[config.mk]
export PLATFORM = sky130hd
export DESIGN_NAME = fifo_rd_stream_flat
export DESIGN_NICKNAME = d
export VERILOG_FILES = /design/src/rtl/fifo_rd_stream_if.sv /design/src/rtl/fifo_rd_stream.sv /design/src/flat_wrapper.sv
export SDC_FILE = /design/constraint.sdc
export NUM_CORES = 1
export LEC_CHECK = 0
export ABC_AREA = 0
export CAP_MARGIN = 15
export CORE_MARGIN = 4
export CORE_UTILIZATION = 53
export DETAILED_ROUTE_END_ITERATION = 8
export MAX_ROUTING_LAYER = met4
export PLACE_DENSITY = 0.8
export REMOVE_ABC_BUFFERS = 1
export SLEW_MARGIN = 10
export SYNTH_ARGS = -nofsm -noshare
export SYNTH_HDL_FRONTEND = slang
export SYNTH_SLANG_ARGS = --single-unit
[constraint.sdc]
create_clock -name rd_clk -period 2.1 [get_ports rd_clk]
set_input_delay 0.525 -clock rd_clk [delete_from_list [all_inputs] [get_ports rd_clk]]
set_output_delay 0.525 -clock rd_clk [all_outputs]
set_load 0.1 [all_outputs]
[src/rtl/fifo_rd_stream_if.sv]
// fifo_rd_stream_if: FIFO read-port and valid/ready output-stream signals of the read-side adapter.
interface fifo_rd_stream_if #(parameter int WIDTH = 16);
    logic             fifo_empty;
    logic [WIDTH-1:0] rd_data;
    logic             rd_en;
    logic             m_valid;
    logic             m_ready;
    logic [WIDTH-1:0] m_data;
    logic             m_last;
    logic [1:0]       buf_cnt;
    modport master (
        input  fifo_empty, rd_data, m_ready,
        output rd_en, m_valid, m_data, m_last, buf_cnt
    );
    modport slave (
        output fifo_empty, rd_data, m_ready,
        input  rd_en, m_valid, m_data, m_last, buf_cnt
    );
endinterface

[src/rtl/fifo_rd_stream.sv]
// fifo_rd_stream: pops the async FIFO into a 3-entry queue and presents it as a framed valid/ready stream.
module fifo_rd_stream #(
    parameter int WIDTH   = 16,
    parameter int PKT_LEN = 8
) (
    input  logic             rd_clk,
    input  logic             rst_n,
    fifo_rd_stream_if.master bus
);
    localparam int            BW   = PKT_LEN > 1 ? $clog2(PKT_LEN) : 1;
    localparam logic [BW-1:0] LAST = BW'(PKT_LEN - 1);
    logic [WIDTH-1:0] r_mem [3];
    logic [1:0]       r_head;
    logic [1:0]       r_tail;
    logic [1:0]       r_cnt;
    logic [1:0]       r_hold;
    logic             r_inflight;
    logic [BW-1:0]    r_beat;
    logic             w_credit;
    logic             w_pop;
    logic             w_deq;
    // Credit counts the word still in flight so the queue can never overflow; m_ready never reaches rd_en.
    always_comb begin
        w_credit = ({1'b0, r_cnt} + {2'b00, r_inflight}) < 3'd3;
        w_pop    = ~bus.fifo_empty & (r_hold == 2'd0) & w_credit;
        w_deq    = (r_cnt != 2'd0) & bus.m_ready;
    end
    assign bus.rd_en   = w_pop;
    assign bus.m_valid = r_cnt != 2'd0;
    assign bus.m_data  = r_mem[r_head];
    assign bus.m_last  = (r_cnt != 2'd0) & (r_beat == LAST);
    assign bus.buf_cnt = r_cnt;
    always_ff @(posedge rd_clk or negedge rst_n) begin
        if (!rst_n) begin
            r_mem      <= '{default: '0};
            r_head     <= 2'd0;
            r_tail     <= 2'd0;
            r_cnt      <= 2'd0;
            r_hold     <= 2'd2;
            r_inflight <= 1'b0;
            r_beat     <= '0;
        end else begin
            r_inflight <= w_pop;
            if (r_hold != 2'd0) r_hold <= r_hold - 2'd1;
            if (r_inflight) begin
                r_mem[r_tail] <= bus.rd_data;
                r_tail        <= r_tail == 2'd2 ? 2'd0 : r_tail + 2'd1;
            end
            if (w_deq) begin
                r_head <= r_head == 2'd2 ? 2'd0 : r_head + 2'd1;
                r_beat <= r_beat == LAST ? '0 : r_beat + BW'(1);
            end
            r_cnt <= r_cnt + 2'(r_inflight) - 2'(w_deq);
        end
    end
endmodule

[src/flat_wrapper.sv]
// flat-port wrapper written by rule: the top's interface ports become plain ports
module fifo_rd_stream_flat 
#(
    parameter int WIDTH   = 16,
    parameter int PKT_LEN = 8
)
  (rd_clk, rst_n, bus_fifo_empty, bus_rd_data, bus_m_ready, bus_rd_en, bus_m_valid, bus_m_data, bus_m_last, bus_buf_cnt);
  fifo_rd_stream_if #(.WIDTH(WIDTH)) bus_i ();
  input  logic rd_clk;
  input  logic rst_n;
  input wire logic [$bits(bus_i.fifo_empty)-1:0] bus_fifo_empty;
  input wire logic [$bits(bus_i.rd_data)-1:0] bus_rd_data;
  input wire logic [$bits(bus_i.m_ready)-1:0] bus_m_ready;
  output wire logic [$bits(bus_i.rd_en)-1:0] bus_rd_en;
  output wire logic [$bits(bus_i.m_valid)-1:0] bus_m_valid;
  output wire logic [$bits(bus_i.m_data)-1:0] bus_m_data;
  output wire logic [$bits(bus_i.m_last)-1:0] bus_m_last;
  output wire logic [$bits(bus_i.buf_cnt)-1:0] bus_buf_cnt;
  assign bus_i.fifo_empty = bus_fifo_empty;
  assign bus_i.rd_data = bus_rd_data;
  assign bus_i.m_ready = bus_m_ready;
  assign bus_rd_en = bus_i.rd_en;
  assign bus_m_valid = bus_i.m_valid;
  assign bus_m_data = bus_i.m_data;
  assign bus_m_last = bus_i.m_last;
  assign bus_buf_cnt = bus_i.buf_cnt;
  fifo_rd_stream #(.WIDTH(WIDTH), .PKT_LEN(PKT_LEN)) u_core (.rd_clk(rd_clk), .rst_n(rst_n), .bus(bus_i));
endmodule
==> key figures <==
Outcome
  – Status: complete, but fails checks
  – Failing checks: setup timing

Final layout
  – N_diodes: 0
  – Fin cells: 315
  – Area added between synthesis and finish: 39.4%
  – Layout Nets: 271
  – Layout cells sized above 1: 0.528

Routing
  – Post-route DRC: 0
  – Routed len/inst: 18.2 µm
  – TritonRoute pass-1 iters: 4
  – DR vias: 1715
  – Detail Route Antenna Nets: 0
  – Routed WL: 5750 µm
  – Vias/cell: 5.44
  – DRT iter0 DRCs: 119

GRT
  – GR Util All Layers: 0.209
  – Vias in the first global route: 1934
  – Grt ovf: 0
  – Largest net degree at the start of global routing: 61
  – Initial antenna violation count: 0
  – Global-route wire length before repair: 9620 µm

Clock network
  – Clock sink count: 60
  – CTS tree: yes
  – Root buf cell: clkbuf_8
  – Clock Pin Slew Worst Setup and Hold Paths: 0.06 ns
  – Cts bufs inserted: 9
  – Longest Clk Path Bufs: 2
  – Post-CTS Hold Buffers: 0
  – Clk_lat worst skew: 0.32 ns
  – H-tree Lvls: 3

Synthesis
  – Post-synthesis mux area share: 0.283
  – Ys flop type: dfrtp_1
  – Main combinational cell family by area after synthesis: multiplexers
  – Cell area after synthesis: 0.00271 mm²
  – Count leader, synth: dfrtp_1
  – Cell count after synthesis: 186
  – Post-Synth Adder-Cell Area: 0.0323
  – Synth top area cells: dfrtp_1 54%, mux2_2 22%, mux2i_1 6.3%
  – Synth Area per Inst: 14.6 µm²
  – Synth top area share: 0.545
  – Synth Area in XOR/XNOR: 0.00969
  – Post-synthesis simple-gate area fraction: 0.0272
  – Largest area contributor in the netlist: dfrtp_1
  – Sequential share of the synthesized area: 0.554
  – Compound-Gate Fraction of Synth Area: 0.0614
  – Synthesized flop and latch total: 60
  – Synth warnings: 0
  – Top cells by count, synth: 59 x dfrtp_1, 53 x mux2_2, 17 x mux2i_1
  – Distinct cells, synth: 22
  – Async S/R FF share, synth: 1.00
  – Post-synth EDFFs: 0

Setup path
  – Crit. End Element: output port
  – Worst Path Required: 1.57 ns
  – FF-to-FF End: u_core.bus.buf_cnt[1]
  – Reg2reg start: u_core.bus.buf_cnt[1]
  – CP Max Fanout: 2
  – Worst EP arrival: 1.77 ns
  – R2R depth: 8
  – FF-to-FF setup slack: 0.36 ns
  – CP Launch Type: register
  – Critical path class: reg -> out

Timing
  – Slew HR: 0.649
  – Fmax: 436 MHz
  – Max-slew violation count: 0
  – Final hold viol count: 0
  – Worst-Margin Slew: 0.523 ns
  – Period utilization: 1.09
  – RSZ-0062 raised after global routing: yes
  – Clk_skew: 0.00330 ns
  – Final setup violating endpoints: 1
  – Slack of the critical path: -0.195 ns
  – Clock period minus worst slack: 2.30 ns

Worst hold path
  – Hold Crit Class: in -> async

Floorplanning
  – Die Area: 0.00632 mm²
  – CORE AREA: 0.00485 mm²
  – I/O pin total: 41
  – Rows: 25
  – Die Span Y: 79.5 µm
  – Die Wd: 79.5 µm
  – Initial Util: 0.559

Placed design
  – RePlAce Congestion: 0.732
  – IO Port Bufs: 40
  – Hpwl dp: 3880 µm
  – Post-Place Cells: 299

Flow run
  – MaxCap Viol Count: 0
[worst max-delay path by stage]
stage	startpoint	end	slack (ns)	cells past startpoint
6_report	u_core.bus.buf_cnt[0]	bus_rd_en	-0.20	5
5_1_grt	u_core.bus.buf_cnt[0]	bus_rd_en	-0.28	5
4_1_cts	u_core.bus.buf_cnt[0]	bus_rd_en	-0.26	5
3_5_place_dp	bus_fifo_empty	bus_rd_en	-0.12	4
3_3_place_gp	bus_fifo_empty	bus_rd_en	-0.07	4
2_1_floorplan	u_core.bus.buf_cnt[0]	u_core.r_inflight	-4.70	3
[routing by layer]
metal	global-route usage	vias to the layer above	wire length (µm)
met5	-	-	0
met4	0.0911	0	70
met3	0.0429	6	174
met2	0.341	33	3070
met1	0.252	889	2430
li1	-	787	-
[cell families after synthesis]
kind of cell,count (synthesis)
buf+inv,17
compound gates,20
fa+ha+maj,7
xor+xnor,3
flops,60
mux,70
simple gates,9
[per-stage QoR]
stage	hold WS, ns	area (µm²)	setup TNS [ns]	setup slack (ns)	util
detailed placement	0.468	3460	-0.116	-0.116	0.713
floorplan	0.229	2650	-24.20	-4.70	-
global route	0.216	3780	-0.278	-0.278	0.779
CTS	0.207	3720	-0.259	-0.259	0.768
global placement	0.461	3460	-0.0692	-0.0692	0.713
finish	0.191	3780	-0.195	-0.195	0.779
[layout make-up]
| class | instances | area [µm²] |
|---|---|---|
| sequential | 60 | 1510 |
| multi-input combinational | 109 | 1260 |
| fill | 280 | 1070 |
| timing repair buffer | 56 | 729 |
| clock buffer | 13 | 159 |
| tap | 67 | 83.8 |
| inverter | 8 | 30.0 |
| clock inverter | 2 | 10.0 |
[flip-flops by register name, summed over array words and instances, names as in the netlist]
signal              count
u_core.r_hold           2
u_core.r_inflight       1
u_core.r_tail           2
u_core.bus.buf_cnt      2
u_core.r_mem           48
u_core.r_beat           3
u_core.r_head           2
[worst max-delay path, stage by stage (launching register included)]
cell,delay (ns)
dfrtp_1,0.39
ha_2,0.21
ha_4,0.22
a2111oi_4,0.28
buf_4,0.17
buf_12,0.16
[cell usage in the layout (no fill, tap or decap), types with 2 or more instances in the layout]
cell,count
dfrtp_2,2
clkbuf_8,11
xnor2_1,3
nand3b_2,2
dfrtp_1,57
ha_1,5
o2bb2ai_2,15
clkinv_2,2
mux2i_1,17
buf_4,15
mux2_2,53
clkdlybuf4s50_1,18
buf_12,21
inv_1,8
clkbuf_1,2
nor2_1,2
[what timing repair did]
item / in CTS / in global routing
pin swaps: 2 / 5
setup endpoints to repair: 18 / 13
gates resized for setup: 18 / 9
endpoints found under the hold margin: 0 / 0
buffers inserted: 1 / 0
Power is left out: the tool's default activity adds up to more than one toggle a clock period on the data nets, which glitch-free logic cannot reach.
